<file path="src/rtl/synth_transport_pkg.sv">
// Shared transport definitions: state codes, state type and counter width helper.
package synth_transport_pkg;

    localparam logic [1:0] ST_STOP  = 2'd0;
    localparam logic [1:0] ST_PLAY  = 2'd1;
    localparam logic [1:0] ST_PAUSE = 2'd2;

    typedef enum logic [1:0] {
        S_STOP    = ST_STOP,
        S_PLAY    = ST_PLAY,
        S_PAUSE   = ST_PAUSE,
        S_ILLEGAL = 2'd3
    } transport_state_t;

    // Bits needed to hold values 0..max_val inclusive.
    function automatic int cnt_width(input int max_val);
        return (max_val < 2) ? 1 : $clog2(max_val + 1);
    endfunction

endpackage

</file>
<file path="src/rtl/transport_ctrl_if.sv">
// Button inputs and transport outputs between the playback engines and transport_ctrl.
interface transport_ctrl_if #(
    parameter int CHANNELS = 4
);
    logic [CHANNELS-1:0]   btn_ch;
    logic                  btn_all;
    logic [CHANNELS-1:0]   run;
    logic [CHANNELS-1:0]   rewind;
    logic [2*CHANNELS-1:0] state;

    modport master (output btn_ch, output btn_all, input run, input rewind, input state);
    modport slave  (input btn_ch, input btn_all, output run, output rewind, output state);
endinterface

</file>
<file path="src/rtl/transport_ctrl_button_conditioner.sv">
// Synchroniser, debounce and press classification for one raw button.
// TRANSPORT_LONG_PRESS_EN adds the hold counter and long pulses; otherwise the press edge is the short event.
module button_conditioner
    import synth_transport_pkg::*;
#(
    parameter int DEBOUNCE_CYCLES = 50000
`ifdef TRANSPORT_LONG_PRESS_EN
    ,
    parameter int HOLD_CYCLES     = 25000000
`endif
) (
    input  logic clk,
    input  logic reset,
    input  logic i_btn,
    output logic o_short
`ifdef TRANSPORT_LONG_PRESS_EN
    ,
    output logic o_long
`endif
);
    localparam int             DW      = cnt_width(DEBOUNCE_CYCLES);
    localparam logic [DW-1:0]  DB_LAST = DW'(DEBOUNCE_CYCLES - 1);

    logic          r_sync0, r_sync1;
    logic [1:0]    r_valid;
    logic [DW-1:0] r_db_cnt;
    logic          r_db, r_db_d;
    logic          r_armed;
    logic          r_short;

    // r_armed stays low until the button is seen released after reset, so a press
    // held through reset never produces an event.
    always_ff @(posedge clk or negedge reset) begin
        if (!reset) begin
            r_sync0  <= 1'b0;
            r_sync1  <= 1'b0;
            r_valid  <= 2'b00;
            r_db_cnt <= '0;
            r_db     <= 1'b0;
            r_db_d   <= 1'b0;
            r_armed  <= 1'b0;
        end else begin
            r_sync0 <= i_btn;
            r_sync1 <= r_sync0;
            r_valid <= {r_valid[0], 1'b1};
            r_db_d  <= r_db;
            if (r_sync1 == r_db) begin
                r_db_cnt <= '0;
            end else if (r_db_cnt == DB_LAST) begin
                r_db     <= r_sync1;
                r_db_cnt <= '0;
            end else begin
                r_db_cnt <= r_db_cnt + 1'b1;
            end
            if (r_valid[1] && !r_sync1 && !r_db) begin
                r_armed <= 1'b1;
            end
        end
    end

`ifdef TRANSPORT_LONG_PRESS_EN
    localparam int            HW       = cnt_width(HOLD_CYCLES);
    localparam logic [HW-1:0] HOLD_MAX = HW'(HOLD_CYCLES);
    localparam logic [HW-1:0] HOLD_PRE = HW'(HOLD_CYCLES - 1);

    logic [HW-1:0] r_hold;
    logic          r_long;

    // A saturated hold count means long already fired for this press.
    always_ff @(posedge clk or negedge reset) begin
        if (!reset) begin
            r_hold  <= '0;
            r_long  <= 1'b0;
            r_short <= 1'b0;
        end else begin
            if (!r_db) begin
                r_hold <= '0;
            end else if (r_hold != HOLD_MAX) begin
                r_hold <= r_hold + 1'b1;
            end
            r_long  <= r_armed && r_db && (r_hold == HOLD_PRE);
            r_short <= r_armed && r_db_d && !r_db && (r_hold != HOLD_MAX);
        end
    end

    assign o_long = r_long;
`else
    always_ff @(posedge clk or negedge reset) begin
        if (!reset) begin
            r_short <= 1'b0;
        end else begin
            r_short <= r_armed && r_db && !r_db_d;
        end
    end
`endif

    assign o_short = r_short;

endmodule

</file>
<file path="src/rtl/transport_ctrl.sv">
// Per-channel STOP/PLAY/PAUSE transport FSMs driven by channel and global buttons.
// TRANSPORT_LONG_PRESS_EN enables long presses (STOP with rewind); otherwise rewind is held at 0.
module transport_ctrl
    import synth_transport_pkg::*;
#(
    parameter int CHANNELS        = 4,
    parameter int DEBOUNCE_CYCLES = 50000
`ifdef TRANSPORT_LONG_PRESS_EN
    ,
    parameter int HOLD_CYCLES     = 25000000
`endif
) (
    input logic             clk,
    input logic             reset,
    transport_ctrl_if.slave bus
);
    // Index CHANNELS carries the global button.
    logic [CHANNELS:0] w_btn;
    logic [CHANNELS:0] w_short;
`ifdef TRANSPORT_LONG_PRESS_EN
    logic [CHANNELS:0] w_long;
    logic              r_rewind [CHANNELS];
`endif
    transport_state_t  r_state [CHANNELS];
    logic              w_any_play;

    assign w_btn = {bus.btn_all, bus.btn_ch};

    genvar gi;
    generate
        for (gi = 0; gi <= CHANNELS; gi++) begin : g_btn
            button_conditioner #(
                .DEBOUNCE_CYCLES(DEBOUNCE_CYCLES)
`ifdef TRANSPORT_LONG_PRESS_EN
                ,
                .HOLD_CYCLES(HOLD_CYCLES)
`endif
            ) u_cond (
                .clk    (clk),
                .reset  (reset),
                .i_btn  (w_btn[gi]),
                .o_short(w_short[gi])
`ifdef TRANSPORT_LONG_PRESS_EN
                ,
                .o_long (w_long[gi])
`endif
            );
        end

        // Channel events take priority; the global short uses the pre-update any-PLAY test.
        for (gi = 0; gi < CHANNELS; gi++) begin : g_fsm
            always_ff @(posedge clk or negedge reset) begin
                if (!reset) begin
                    r_state[gi]  <= S_STOP;
`ifdef TRANSPORT_LONG_PRESS_EN
                    r_rewind[gi] <= 1'b0;
`endif
                end else begin
`ifdef TRANSPORT_LONG_PRESS_EN
                    r_rewind[gi] <= 1'b0;
`endif
                    case (r_state[gi])
                        S_STOP, S_PLAY, S_PAUSE: begin
                            if (w_short[gi]) begin
                                r_state[gi] <= (r_state[gi] == S_PLAY) ? S_PAUSE : S_PLAY;
                            end
`ifdef TRANSPORT_LONG_PRESS_EN
                            else if (w_long[gi] || w_long[CHANNELS]) begin
                                if (r_state[gi] != S_STOP) begin
                                    r_state[gi]  <= S_STOP;
                                    r_rewind[gi] <= 1'b1;
                                end
                            end
`endif
                            else if (w_short[CHANNELS]) begin
                                if (w_any_play && (r_state[gi] == S_PLAY)) begin
                                    r_state[gi] <= S_PAUSE;
                                end else if (!w_any_play && (r_state[gi] == S_PAUSE)) begin
                                    r_state[gi] <= S_PLAY;
                                end
                            end
                        end
                        default: r_state[gi] <= S_STOP;
                    endcase
                end
            end
        end
    endgenerate

    always_comb begin
        w_any_play = 1'b0;
        bus.run    = '0;
        bus.state  = '0;
        bus.rewind = '0;
        for (int i = 0; i < CHANNELS; i++) begin
            bus.run[i]          = (r_state[i] == S_PLAY);
            bus.state[2*i +: 2] = r_state[i];
            w_any_play          = w_any_play | (r_state[i] == S_PLAY);
`ifdef TRANSPORT_LONG_PRESS_EN
            bus.rewind[i]       = r_rewind[i];
`endif
        end
    end

endmodule

</file>
<file path="src/flat_wrapper.sv">
// flat-port wrapper written by rule: the top's interface ports become plain ports
module transport_ctrl_flat import synth_transport_pkg::*;
#(
    parameter int CHANNELS        = 4,
    parameter int DEBOUNCE_CYCLES = 50000

)
  (clk, reset, bus_btn_ch, bus_btn_all, bus_run, bus_rewind, bus_state);
  transport_ctrl_if #(.CHANNELS(CHANNELS)) bus_i ();
  input logic clk;
  input logic reset;
  input wire logic [$bits(bus_i.btn_ch)-1:0] bus_btn_ch;
  input wire logic [$bits(bus_i.btn_all)-1:0] bus_btn_all;
  output wire logic [$bits(bus_i.run)-1:0] bus_run;
  output wire logic [$bits(bus_i.rewind)-1:0] bus_rewind;
  output wire logic [$bits(bus_i.state)-1:0] bus_state;
  assign bus_i.btn_ch = bus_btn_ch;
  assign bus_i.btn_all = bus_btn_all;
  assign bus_run = bus_i.run;
  assign bus_rewind = bus_i.rewind;
  assign bus_state = bus_i.state;
  transport_ctrl #(.CHANNELS(CHANNELS), .DEBOUNCE_CYCLES(DEBOUNCE_CYCLES)) u_core (.clk(clk), .reset(reset), .bus(bus_i));
endmodule
</file>
<file path="config.mk">
export PLATFORM = sky130hd
export DESIGN_NAME = transport_ctrl_flat
export DESIGN_NICKNAME = d
export VERILOG_FILES = /design/src/rtl/synth_transport_pkg.sv /design/src/rtl/transport_ctrl_if.sv /design/src/rtl/transport_ctrl_button_conditioner.sv /design/src/rtl/transport_ctrl.sv /design/src/flat_wrapper.sv
export SDC_FILE = /design/constraint.sdc
export NUM_CORES = 1
export LEC_CHECK = 0
export ABC_CLOCK_PERIOD_IN_PS = 2000
export BUFFER_PORTS_ARGS = -buffer_cell sky130_fd_sc_hd__buf_2
export CORE_ASPECT_RATIO = 1.1
export CORE_MARGIN = 2
export CORE_UTILIZATION = 44
export CTS_CLUSTER_DIAMETER = 40
export CTS_CLUSTER_SIZE = 40
export DETAILED_ROUTE_END_ITERATION = 12
export GPL_ROUTABILITY_DRIVEN = 1
export PLACE_DENSITY_LB_ADDON = 0.2
export SLEW_MARGIN = 10
export SYNTH_ARGS = -nofsm -noshare
export SYNTH_HDL_FRONTEND = slang
export SYNTH_SLANG_ARGS = --single-unit
</file>
<file path="constraint.sdc">
create_clock -name clk -period 2 [get_ports clk]
set_input_delay 0.3 -clock clk [delete_from_list [all_inputs] [get_ports clk]]
set_output_delay 0.3 -clock clk [all_outputs]
set_load 0.01 [all_outputs]
</file>
* Yosys cells after proc, flatten, opt, wreduce, memory -nomap -nowiden
Index checks and enable logic that the tools add are counted.
** Storage, ports and cells
- Flip-flop bits (word level) :: 128
- Input port bits :: 7
- Output and inout bits :: 16
- Logic and storage cells :: 178
** Operators by class
- Add/subtract/negate cells :: 5
- Equality and inequality tests :: 26
- Muxes and demuxes :: 34
- Bitwise operators :: 8
- Reductions and logical operators :: 61
** Operator list (count)
- $mux 16 :: 10
- $add 16x1->16 const B :: 5
- $eq 16x16->1 const B :: 5
- $mux 2 :: 24
- $logic_and 1x1->1 :: 28
- $reduce_and 2->1 :: 9
- $logic_not 1->1 :: 16
- $ne 4x2->1 const B :: 4
- $ne 3x3->1 const B :: 4
- $reduce_or 3->1 :: 4
- $eq 2x1->1 const B :: 4
- $eq 2x2->1 const B :: 4
- $logic_not 2->1 :: 4
- $eq 1x1->1 :: 5
- $not 1->1 :: 5
- $or 1x1->1 :: 3

* Longest topological paths before layout
- Depth after elaboration :: 11
- Depth in mapped cells :: 6

* Cells and area by module
Synthesis repeated with hierarchy kept, for this count alone.
** Second synthesis, totals
- Cells, all modules :: 525
- Area total of the unflattened synthesis :: 5711.7 um^2
** Modules (own cells, without submodules)
- button_conditioner (u_core.g_btn[0].u_cond ...) :: instances 4, cells each 94, area each 1043.5 um^2, sequential area each 600.6 um^2
- button_conditioner (u_core.g_btn[4].u_cond) :: instances 1, cells each 95, area each 1047.3 um^2, sequential area each 600.6 um^2
- transport_ctrl :: instances 1, cells each 54, area each 490.5 um^2, sequential area each 200.2 um^2

* Worst setup path after synthesis
OpenSTA, ideal clock, no wires.
- Path kind :: reg2reg
- Start point :: reg u_core.g_btn[3].u_cond.r_db_cnt[4]
- End point :: reg u_core.g_btn[3].u_cond.r_db_cnt[10]
- Setup time :: 0.119 ns
- Data arrival time :: 1.539 ns
- Required time :: 1.881 ns
- Path slack :: 0.342 ns
- Cell stages (with the launch flop) :: 7
- Path buffers :: 2
- Period minus slack after synthesis :: 1.658 ns
- Cell sequence :: dfrtp_1 -> buf_2 -> nor4_2 -> nand3_1 -> o41ai_4 -> buf_6 -> nor2_1
** On the way
- Longest elaborated chain between the ends :: 3
- Elaborated cells between the ends (all ways) :: 4
- Those cells by class :: add/sub: 1; eq/ne: 1; mux: 2
** RTL lines
- start, declared :: RTL line transport_ctrl_button_conditioner.sv:26 : logic [DW-1:0] r_db_cnt;
- start signal, assigned :: RTL line transport_ctrl_button_conditioner.sv:53 : r_db_cnt <= r_db_cnt + 1'b1;
- $add 16x1->16 / $eq 16x16->1 (equally long branches) :: RTL line transport_ctrl_button_conditioner.sv:53, transport_ctrl_button_conditioner.sv:49
- $mux 16 (*) :: RTL line transport_ctrl_button_conditioner.sv:49 : end else if (r_db_cnt == DB_LAST) begin
- $mux 16 (*) :: RTL line transport_ctrl_button_conditioner.sv:47 : if (r_sync1 == r_db) begin
Every way passes the cells marked *; elsewhere a longest branch is shown, timed or not.
A chain may end at the register's enable or synchronous reset.

* Final worst setup path
- Start point :: reg u_core.g_btn[4].u_cond.r_db_cnt[0]
- End point :: reg u_core.g_btn[4].u_cond.r_db
** On the way
- Longest elaborated chain between the ends :: 2
** RTL lines
- start, declared :: RTL line transport_ctrl_button_conditioner.sv:26
- start signal, assigned :: RTL line transport_ctrl_button_conditioner.sv:53
- $eq 16x16->1 :: RTL line transport_ctrl_button_conditioner.sv:49
- $reduce_and 2->1 (no line)
- end signal, assigned :: RTL line transport_ctrl_button_conditioner.sv:50 : r_db <= r_sync1;
- end, declared :: RTL line transport_ctrl_button_conditioner.sv:27 : logic r_db, r_db_d;
Every way passes these cells.

==> metrics <==
result of the run finished, final reports clean; startpoint kind of the worst setup timing path flip-flop; share of synthesized cell area in full adder, half adder and majority cells 1.16%; number of iterations in the first detailed-routing pass 4; multiplexer fraction of the synthesized cell area 1.04%; maximum number of pins on one net before global-route repair 41; max-cap violation count 0; most frequently used cell type in the post-synthesis netlist sky130_fd_sc_hd__dfrtp_1; Crit. End Element flip-flop; cell count after synthesis 515; clock-pin slew reported for the worst setup and hold paths after clock tree synthesis 0.06 ns; dpl hpwl 6420 µm; GRT Overall Usage 16.7%; highest clock frequency the design can meet 564 MHz; cell accounting for the most synthesized area sky130_fd_sc_hd__dfrtp_1; clock network fraction of design power 54.5%; count of buffers inserted at the top-level ports 18; Antenna diodes 0; grt total ovfl 0; required time of the critical path 2.29 ns; number of antenna violations at the first check in global routing 0; unrepaired setup endpoints after global routing false; via count of the first global-routing pass 3660; flops & latches, synth 120; later-pin clock latency in the skew report 0.41 ns; total wire length after detailed routing 9590 µm; Resized Gates After CTS 0; Power per Cell Area 914 nW/µm²; Final Worst Setup Slack 0.228 ns; Yosys warning count 0; clock sink count 120; 1st-iter DRT viols 180; width of the chip 110 µm; Area contributors post-synth sky130_fd_sc_hd__dfrtp_1 (56%), sky130_fd_sc_hd__xnor2_1 (8.9%), sky130_fd_sc_hd__nor2_1 (7.0%), sky130_fd_sc_hd__nor4_1 (2.8%), sky130_fd_sc_hd__nand3_1 (2.5%); dpl ws 0.244 ns; final weighted congestion of routability-driven global placement 0.839; maximum level of the CTS H-tree 4; DRC 0; simple-gate share of the synthesized area 23.2%; max-slew violations 0; count of placed standard cells including taps 692; Synth Area per Inst 10.5 µm²; portion of the post-synthesis area used by sequential elements 55.7%; Worst EP arrival 2.06 ns; number of core rows 42; Final Hold Vio Count 0; XOR/XNOR Fraction of Synth Area 11.4%; post-detailed-route via-to-cell ratio 5.21; Initial Utilization 45.0%; fraction of layout cells with a size suffix above 1 12.3%; vias 3801; routed length per instance 13.1 µm; transition time of the tightest slew-check pin 0.516 ns; number of buffers inserted during clock tree synthesis 17; top_reg_cell synth sky130_fd_sc_hd__dfrtp_1; critical-path maximum fanout 8; first-pass GRT wire length 17100 µm; Die Outline Area 13200 µm²; Gate power share 2.8%; clock tree from TritonCTS done; Period Utilization, post-route 88.6%; Fin Clk Skew 0.00640 ns; maximum count of clock buffers along a single path 2; synthesis-to-layout area growth 19.0%; cell types with the highest counts after synthesis sky130_fd_sc_hd__dfrtp_1 (120), sky130_fd_sc_hd__nor2_1 (100), sky130_fd_sc_hd__xnor2_1 (55), sky130_fd_sc_hd__nand2_1 (29), sky130_fd_sc_hd__nand3_1 (27); Internal Pwr Total 4670 µW; # IOs 23; critical path type flip-flop to flip-flop; standby leakage power 0.00275 µW; setup TNS 0 ns; Setup Viol. Count Final 0; path category of the worst min-delay check flip-flop to flip-flop; complex-gate fraction of the synthesized area 4.50%; register share of total power 42.7%; fraction of power spent switching nets 20.3%; number of unique standard cell types used by synthesis 41; buffer type at the clock tree root sky130_fd_sc_hd__clkbuf_16; number of enable-type register cells in the synthesized netlist 0; post-layout minimum cycle time 1.77 ns; worst hold margin 0.345 ns; fraction of post-synthesis cell area in the top cell type by area 55.7%; largest family of logic cells by synthesized area simple AND/OR/NAND/NOR gates; number of nets with antenna violations after routing 0; share of async-settable or async-resettable flops after synthesis 100%; switching power summed over all nets 1190 µW; synthesized area 5390 µm²; die extent in y 120 µm; final standard cell count with taps included and fillers excluded 730; Slew headroom 65.6%; post-layout net count 575; Max IR drop VDD 674 µV; placeable core region 12000 µm²
-- critical path, stage by stage, from the launching register on --
cell and delay [ns]:
sky130_fd_sc_hd__dfrtp_1 0.40, sky130_fd_sc_hd__ha_1 0.22, sky130_fd_sc_hd__nand3_1 0.31, sky130_fd_sc_hd__nor4_1 0.37, sky130_fd_sc_hd__mux2_1 0.36
-- layer usage --
metal | global-route usage [%] | vias up | wire length, µm
met4 | 7.91 | 0 | 179
met2 | 24.8 | 68 | 4410
met5 | 0 | - | 0
met3 | 5.43 | 16 | 400
met1 | 22.0 | 1856 | 4600
li1 | - | 1861 | -
-- power groups by stage --
stage | registers, µW | logic (µW) | clock network [µW]
after floorplan | 2540 | 78.0 | 0
final | 2500 | 165 | 3200
after global placement | 2540 | 156 | 0
after detailed placement | 2540 | 161 | 0
after CTS | 2500 | 173 | 3270
after global routing | 2510 | 193 | 3400
-- layout make-up --
cell class / count / area (µm²)
clock buffers: 20 / 457
clock inverters: 12 / 174
fillers: 1045 / 5560
inverters: 20 / 75.1
multi-input cells: 366 / 2250
flip-flops and latches: 120 / 3000
well taps: 154 / 193
repair buffers: 38 / 270
-- repair_timing --
action | in CTS | in global routing
endpoints found under the hold margin | 40 | 0
hold buffers | 6 | 0
buffers inserted | 0 | 0
-- state kept, by name (all words and copies together) (netlist names) --
register and count:
u_core.g_btn.u_cond.r_valid 2, u_core.g_btn.u_cond.r_db 5, u_core.g_btn.u_cond.r_db_d 5, u_core.g_btn.u_cond.r_sync1 5, u_core.g_btn.u_cond.r_armed 5, u_core.g_btn.u_cond.o_short 5
u_core.g_btn.u_cond.r_db_cnt 80, u_core.bus.state 8, u_core.g_btn.u_cond.r_sync0 5
-- through the flow --
step	utilization (%)	total power, µW	cell area (µm²)
final	53.6	5860	6420
after global routing	53.6	6100	6420
after CTS	53.6	5950	6420
after detailed placement	47.8	2710	5730
after global placement	47.8	2700	5730
after floorplan	-	2610	5400
-- cells in the final DEF, fill, tap and decap left out, types with 4 or more instances in the layout --
| cell type | count |
|---|---|
| sky130_fd_sc_hd__mux2_1 | 5 |
| sky130_fd_sc_hd__nor4_1 | 24 |
| sky130_fd_sc_hd__buf_2 | 17 |
| sky130_fd_sc_hd__clkinv_2 | 4 |
| sky130_fd_sc_hd__bufinv_16 | 4 |
| sky130_fd_sc_hd__nor2_1 | 100 |
| sky130_fd_sc_hd__dlygate4sd3_1 | 6 |
| sky130_fd_sc_hd__a21oi_1 | 6 |
| sky130_fd_sc_hd__nand2_1 | 29 |
| sky130_fd_sc_hd__ha_1 | 5 |
| sky130_fd_sc_hd__nand3_1 | 27 |
| sky130_fd_sc_hd__inv_1 | 20 |
| sky130_fd_sc_hd__o22ai_1 | 4 |
| sky130_fd_sc_hd__a21o_1 | 5 |
| sky130_fd_sc_hd__clkbuf_16 | 17 |
| sky130_fd_sc_hd__nand2b_1 | 4 |
| sky130_fd_sc_hd__buf_4 | 14 |
| sky130_fd_sc_hd__and3_1 | 4 |
| sky130_fd_sc_hd__xor2_1 | 15 |
| sky130_fd_sc_hd__nor4bb_1 | 4 |
| sky130_fd_sc_hd__nor3_1 | 19 |
| sky130_fd_sc_hd__conb_1 | 5 |
| sky130_fd_sc_hd__o2bb2ai_1 | 4 |
| sky130_fd_sc_hd__xnor2_1 | 55 |
| sky130_fd_sc_hd__nand4_1 | 18 |
| sky130_fd_sc_hd__dfrtp_1 | 120 |
-- worst paths after layout --
check                                                                    end  slack (ns)  depth (start not counted)                                          from
min in group asynchronous       u_core.g_btn[3].u_cond.r_db_cnt[2]$_DFF_PN0_        0.40                          2                                         reset
worst max-delay path                 u_core.g_btn[4].u_cond.r_db$_DFFE_PN0P_        0.23                          4  u_core.g_btn[4].u_cond.r_db_cnt[0]$_DFF_PN0_
worst max register to register       u_core.g_btn[4].u_cond.r_db$_DFFE_PN0P_        0.23                          4  u_core.g_btn[4].u_cond.r_db_cnt[0]$_DFF_PN0_
worst min register to register      u_core.g_btn[1].u_cond.r_sync1$_DFF_PN0_        0.35                          0      u_core.g_btn[1].u_cond.r_sync0$_DFF_PN0_
max in group asynchronous           u_core.g_btn[0].u_cond.o_short$_DFF_PN0_        1.00                          3                                         reset
worst min-delay path                u_core.g_btn[1].u_cond.r_sync1$_DFF_PN0_        0.35                          0      u_core.g_btn[1].u_cond.r_sync0$_DFF_PN0_
-- cell families (layout without fill, tap and decap cells) --
kind of cell | after synthesis | count (layout)
other cells | 2 | 5
simple gates | 251 | 251
compound gates | 30 | 30
xor+xnor | 70 | 70
fa+ha+maj | 5 | 5
mux | 5 | 5
buf+inv | 32 | 90
flops | 120 | 120
No activity file was read; power rests on OpenSTA's default activity.
